--- config.mk ---
export PLATFORM = sky130hd
export DESIGN_NAME = inverse_transmission_srsc
export DESIGN_NICKNAME = d
export VERILOG_FILES = /design/src/rtl/inverse_transmission_srsc.sv
export SDC_FILE = /design/constraint.sdc
export NUM_CORES = 1
export LEC_CHECK = 0
export CAP_MARGIN = 20
export CORE_MARGIN = 2
export CORE_UTILIZATION = 49
export CTS_CLUSTER_DIAMETER = 100
export DETAILED_ROUTE_END_ITERATION = 12
export PLACE_DENSITY = 0.89
export SLEW_MARGIN = 20
export SYNTH_ARGS = -nofsm -noshare
export SYNTH_HDL_FRONTEND = slang
export SYNTH_SLANG_ARGS = --single-unit
--- constraint.sdc ---
create_clock -name clk -period 2.9 [get_ports clk]
set_clock_uncertainty 0.15 [all_clocks]
set_input_delay 0.29 -clock clk [delete_from_list [all_inputs] [get_ports clk]]
set_output_delay 0.29 -clock clk [all_outputs]
set_load 0.01 [all_outputs]
--- src/rtl/inverse_transmission_srsc.sv ---
`default_nettype none
// ============================================================================
// Module   : inverse_transmission_srsc
// Purpose  : Sequential 1/t reciprocal (Q0.8 in, Q2.12 out) for SRSC recovery,
//            radix-2 restoring divide with a sideband tag carried alongside.
// Revision : 1.0 - initial release
// ============================================================================
module inverse_transmission_srsc #(
  parameter int TAG_W = 24,
  parameter int T_MIN = 64
) (
  input  logic             clk,
  input  logic             rst,
  input  logic             in_valid,
  output logic             in_ready,
  input  logic [7:0]       t_in,
  input  logic [TAG_W-1:0] tag_in,
  output logic             out_valid,
  input  logic             out_ready,
  output logic [13:0]      inv_trans,
  output logic [TAG_W-1:0] tag_out
);

  typedef enum logic [1:0] {
    S_IDLE = 2'd0,
    S_DIV  = 2'd1,
    S_DONE = 2'd2
  } state_t;

  localparam logic [7:0]  C_T_MIN  = 8'(T_MIN);
  localparam logic [7:0]  C_R_INIT = 8'd32;   // bits of 2^20 above bit 14
  localparam logic [3:0]  C_LAST   = 4'd14;
  localparam logic [13:0] C_SAT    = 14'h3FFF;

  state_t      r_state;
  state_t      w_state_next;
  logic [7:0]  r_d;
  logic [7:0]  r_rem;
  logic [13:0] r_q;
  logic [3:0]  r_count;

  logic        w_accept;
  logic        w_last;
  logic [8:0]  w_shift;
  logic        w_ge;
  logic [7:0]  w_rem_next;
  logic [14:0] w_q_next;

  assign in_ready  = (r_state == S_IDLE);
  assign out_valid = (r_state == S_DONE);
  assign w_accept  = in_valid && (r_state == S_IDLE);
  assign w_last    = (r_state == S_DIV) && (r_count == C_LAST);

  // Remainder stays below d <= 255, so the shifted value fits in 9 bits.
  assign w_shift    = {r_rem, 1'b0};
  assign w_ge       = (w_shift >= {1'b0, r_d});
  assign w_rem_next = w_ge ? 8'(w_shift - {1'b0, r_d}) : w_shift[7:0];
  assign w_q_next   = {r_q, w_ge};

  always_ff @(posedge clk) begin
    if (rst) begin
      r_state <= S_IDLE;
    end else begin
      r_state <= w_state_next;
    end
  end

  always_comb begin
    w_state_next = r_state;
    case (r_state)
      S_IDLE:  if (in_valid)  w_state_next = S_DIV;
      S_DIV:   if (w_last)    w_state_next = S_DONE;
      S_DONE:  if (out_ready) w_state_next = S_IDLE;
      default:                w_state_next = S_IDLE;
    endcase
  end

  always_ff @(posedge clk) begin
    if (rst) begin
      r_d       <= '0;
      r_rem     <= '0;
      r_q       <= '0;
      r_count   <= '0;
      inv_trans <= '0;
      tag_out   <= '0;
    end else if (w_accept) begin
      r_d     <= (t_in < C_T_MIN) ? C_T_MIN : t_in;
      tag_out <= tag_in;
      r_rem   <= C_R_INIT;
      r_q     <= '0;
      r_count <= '0;
    end else if (r_state == S_DIV) begin
      r_rem   <= w_rem_next;
      r_q     <= w_q_next[13:0];
      r_count <= r_count + 4'd1;
      // Quotient bit 14 set means 1/t >= 4.0, outside Q2.12 range.
      if (w_last) begin
        inv_trans <= w_q_next[14] ? C_SAT : w_q_next[13:0];
      end
    end
  end

endmodule
`default_nettype wire

== Word-level counts from Yosys, hierarchy flattened ==
Index checks and enable logic that the tools add are counted.

* Multiplexer cells: 9
* Order comparisons: 2
* Shift operators: 0
* Add/sub/neg operators: 2
* Bitwise operators: 1
* Reduce and logical (&&, ||, !) cells: 7
* Divide/modulo/power cells: 0
* $mul: 0
* Eq/ne operators: 6

{| class="wikitable"
|+ Operators with widths
! kind !! count
|-
| $mux W8 || 2
|-
| $mux W14 || 1
|-
| $mux W6 || 2
|-
| $ge A9 B8 Y1 || 1
|-
| $lt A8 B7 Y1 const B || 1
|-
| $sub A8 B8 Y8 || 1
|-
| $mux W2 || 3
|-
| $pmux W2 S3 || 1
|-
| $reduce_and A3 Y1 || 2
|-
| $add A4 B1 Y4 const B || 1
|-
| $eq A4 B4 Y1 const B || 1
|-
| $ne A2 B2 Y1 const B || 2
|-
| $eq A2 B1 Y1 const B || 1
|-
| $eq A2 B2 Y1 const B || 1
|-
| $logic_and A1 B1 Y1 || 2
|-
| $logic_not A2 Y1 || 1
|-
| $ne A2 B1 Y1 const B || 1
|-
| $reduce_bool A2 Y1 || 1
|-
| $reduce_or A2 Y1 || 1
|-
| $not A1 Y1 || 1
|}

* Bits in read-only memories: 0
* Bits of input ports: 36
* Flip-flop bits (word level): 74
* Latch bits: 0
* Logic and storage cells: 35
* Memories: 0
* Memory bits (writable): 0

== Logic depth before layout (Yosys ltp) ==
* Depth in word-level cells: 4
* Gate-level depth with buffers: 9
* Gate-level depth less buffers: 8

== Worst setup path after synthesis ==
No wires, ideal clock.

* Kind: register to register
* Start point: reg r_d[1]
* End point: reg r_rem[3]
* Stages on the path, launching flop included: 10
* Clock period less this slack: 2.152 ns
* Slack: 0.748 ns
* Data arrival time: 1.873 ns
* Cell sequence: dfxtp_1 > inv_1 > ha_1 > ha_1 > a311o_1 > o2111ai_2 > and2_1 > buf_6 > o31a_2 > a21oi_2

* Longest elaborated chain between the ends: 2
* Elaborated cells between the ends (all ways): 3
* Those cells by class: 1 x add/sub; 1 x order compare; 1 x mux

{| class="wikitable"
|+ Ends and longest elaborated chain
! element !! line !! RTL
|-
| start, declared || 37 || <nowiki>logic [7:0] r_d;</nowiki>
|-
| start signal, assigned || 87 || <nowiki>r_d <= (t_in < C_T_MIN) ? C_T_MIN : t_in;</nowiki>
|-
| $sub A8 B8 Y8 / $ge A9 B8 Y1 (equally long branches) || 57, 56 ||
|-
| $mux W8 (*) || 57 || <nowiki>assign w_rem_next = w_ge ? 8'(w_shift - {1'b0, r_d}) : w_shift[7:0];</nowiki>
|-
| end signal, assigned || 93 || <nowiki>r_rem <= w_rem_next;</nowiki>
|-
| end, declared || 38 || <nowiki>logic [7:0] r_rem;</nowiki>
|}

Mark *: on every way between the ends. The rest lies on a longest branch, timed or not.
A chain may end at the register's enable or synchronous reset.

== Worst setup path in the final report ==
* Start point: reg r_d[1]
* End point: reg r_rem[5]

* Longest elaborated chain between the ends: 4
* Elaborated cells between the ends (all ways): 5
* Those cells by class: 1 x add/sub; 1 x order compare; 3 x mux

{| class="wikitable"
|+ Ends and longest elaborated chain
! element !! line !! RTL
|-
| $sub A8 B8 Y8 / $ge A9 B8 Y1 (equally long branches) || 57, 56 ||
|-
| $mux W8 (*) || 57 ||
|-
| $mux W6 (*) || 92 || <nowiki>end else if (r_state == S_DIV) begin</nowiki>
|-
| $mux W6 (*) || 86 || <nowiki>end else if (w_accept) begin</nowiki>
|}

Mark *: on every way between the ends. The rest lies on a longest branch, timed or not. The select of a mux whose other input is x is not followed.

==> results_dict.tcl <==
set metrics [dict create \
    outcome "finished, final reports clean" \
    multi_input_area_mm2 0.00145 \
    layout.nets 500 \
    p_switching_mw 0.621 \
    io_pins 76 \
    htree_levels 3 \
    die_h_um 83.2 \
    drc 0 \
    routed_via_density 5.27 \
    internal-power_mw 1.66 \
    slew_violations 0 \
    grt_max_degree 40 \
    start_kind "flop" \
    worstSetupPathType "reg2reg" \
    rr_worst_depth 8 \
    cts_resized 0 \
    clkTransAtPathRegs_ps 80 \
    initial_core_util_pct 51.4 \
    synth-main-ff-cell "dfxtp_1" \
    synth_top_cells_by_count "nand2_1, dfxtp_1, a21oi_1" \
    irDropWorstVdd_v 0.000478 \
    worstSkewPairLatency_ps 340 \
    drive_gt1_share_pct 6.99 \
    diodes 0 \
    synth_seq_cells 74 \
    worstSetupStartpoint "r_d[1]$_SDFFE_PP0P_" \
    die_area_mm2 0.00693 \
    async_flop_share_pct 0 \
    synth_edf_count 0 \
    ant_nets 0 \
    seq_area_mm2 0.00148 \
    min_from "tag_out[6]$_SDFFE_PP0P_" \
    finalSetupTns_ps 0 \
    required_ps 2950 \
    holdBufCountCts 0 \
    cts_setup_buffers 0 \
    synth.distinct_cells 38 \
    power_frac_clock_pct 35.9 \
    synth_top_area_share_pct 48.1 \
    antenna_found_initial 0 \
    crit-reg2reg-launch "r_d[1]$_SDFFE_PP0P_" \
    fmax_mhz 414 \
    grt_pass1_vias 2654 \
    synth_seq_area_share_pct 48.1 \
    grt_pass1_wl_mm 12.0 \
    dieWidth_um 83.2 \
    rrSetupSlack_ps 480 \
    clock_path_buffers 2 \
    period_share_pct 83.4 \
    worstMarginPinSlew_ps 539 \
    synth_area_leader_cell "dfxtp_1" \
    critPathCaptureType "flop" \
    initialDrtViolationCount 164 \
    reg2reg_to "r_rem[5]$_SDFFE_PP0P_" \
    synthCells 384 \
    min_to "tag_out[6]$_SDFFE_PP0P_" \
    clock-root-buffer "clkbuf_8" \
    syn_area_mm2 0.00308 \
    crit_fanout 7 \
    cts_tree "done" \
    crit_arrival_ps 2470 \
    cap_violations 0 \
    slew_headroom_pct 64.0 \
    clkSinkCount 74 \
    p_seq_share_pct 47.3 \
    syn_to_final_growth_pct 32.9 \
    rsz0062_at_grt "false" \
    wl_mm 7.11 \
    hold_viol_final 0 \
    wl_per_cell_um 13.3 \
    vias 2808 \
    gp_congestion 0.959 \
    timing.final.ws_setup_ps 482 \
    detail_route.first_pass.iterations 4 \
    power_leakage_nw 1.45 \
    grt.total_usage_pct 21.1 \
    fill_cells 457 \
    dp_hpwl_mm 4.96 \
    fp-row-count 28 \
    cts_made_buffers 9 \
    setup_viol 0 \
    min_path_type "reg2reg" \
    yosysWarnings 0 \
    hold_depth 2 \
    p_sw_share_pct 27.2 \
    syn_nets 431 \
    p_comb_share_pct 16.9 \
    io_buffers 75 \
    globalRoute.totalOverflow 0 \
    synthTopCellsByArea "dfxtp_1, nand2_1, a21oi_1, nor2_1, a211oi_1" \
    yosysMostFrequentCell "nand2_1" \
    core_mm2 0.00599 \
    p_per_area_mw_per_mm2 558 \
    pre_cts_ws_ps 550 \
    avgSynthCellArea_um2 8.01 \
    min_period_ps 2420 \
]
==> cells in the final DEF (no fill, tap or decap), types with 2 or more instances in the layout <==
cell / instances
a211oi_1: 18
nand2_1: 90
a21oi_2: 2
o21ai_0: 12
inv_6: 2
o21a_1: 2
mux2i_1: 2
inv_1: 12
buf_4: 8
clkinv_4: 2
nand3_1: 7
ha_1: 10
nand4_1: 4
nand2b_1: 3
clkdlybuf4s50_1: 75
a31oi_1: 2
nor2_1: 43
dfxtp_1: 74
nor3_1: 3
a21oi_1: 49
and2_1: 2
xor2_1: 5
clkbuf_8: 10
nor2b_1: 3
==> stage by stage <==
step                      util, %  area, um2  instances  power (mW)  hold slack [ps]
after floorplan                 -       3080        384        1.35              249
after global placement       64.8       3880        517        1.47              291
after detailed placement     64.8       3880        517        1.48              297
after CTS                    68.3       4090        533        2.30              309
after global routing         68.3       4090        533        2.40              316
final                        68.3       4090        533        2.28              308
==> final cells by class <==
| class | instances | share of cell area, % |
|---|---|---|
| clock inverters | 6 | 1.77 |
| repair buffers | 83 | 19.8 |
| flip-flops and latches | 74 | 36.2 |
| well taps | 75 | 2.29 |
| clock buffers | 10 | 3.36 |
| inverters | 12 | 1.10 |
| multi-input cells | 273 | 35.4 |
==> state kept, by name, indices dropped and copies added, names as in the netlist <==
signal     cells
inv_trans     14
r_rem          8
r_q           14
tag_out       24
r_state        2
r_d            8
r_count        4
==> worst max-delay path by stage <==
stage | slack (ps) | cells after the start | to
3_5_place_dp | 550 | 8 | r_rem[5]$_SDFFE_PP0P_
2_1_floorplan | 750 | 9 | r_rem[3]$_SDFFE_PP0P_
6_report | 480 | 8 | r_rem[5]$_SDFFE_PP0P_
4_1_cts | 500 | 8 | r_rem[5]$_SDFFE_PP0P_
3_3_place_gp | 640 | 8 | r_rem[5]$_SDFFE_PP0P_
5_1_grt | 340 | 8 | r_rem[5]$_SDFFE_PP0P_
==> power by group through the flow <==
stage	combinational (mW)	clock (mW)	sequential (mW)
floorplan	0.245	0	1.11
global placement	0.371	0	1.10
detailed placement	0.381	0	1.10
CTS	0.384	0.840	1.08
global route	0.422	0.889	1.08
finish	0.385	0.819	1.08
==> per-layer routing <==
metal	vias to the layer above	part of all wire [%]	global-route usage (%)
met5	-	0	0
met4	0	3.3	9.84
met3	22	4.8	6.36
met2	81	50	35.5
met1	1281	42	24.6
li1	1424	-	-
==> cells by family (layout without fill, tap and decap cells) <==
| kind of cell | Yosys count | after routing | share of synthesized area (%) |
|---|---|---|---|
| fa+ha+maj | 11 | 11 | 4.72 |
| mux | 2 | 2 | 0.651 |
| compound gates | 94 | 94 | 18.5 |
| xor+xnor | 6 | 6 | 1.71 |
| flops | 74 | 74 | 48.1 |
| simple gates | 160 | 160 | 21.4 |
| buf+inv | 37 | 111 | 4.84 |
==> critical path, cell delays in order, from the launching register on <==
cell	delay, ps
dfxtp_1	380
inv_1	90
ha_1	330
ha_1	210
a311o_1	360
o2111ai_2	230
nand2_1	220
o31ai_1	260
a31oi_1	60
(Power assumes the default switching activity.)
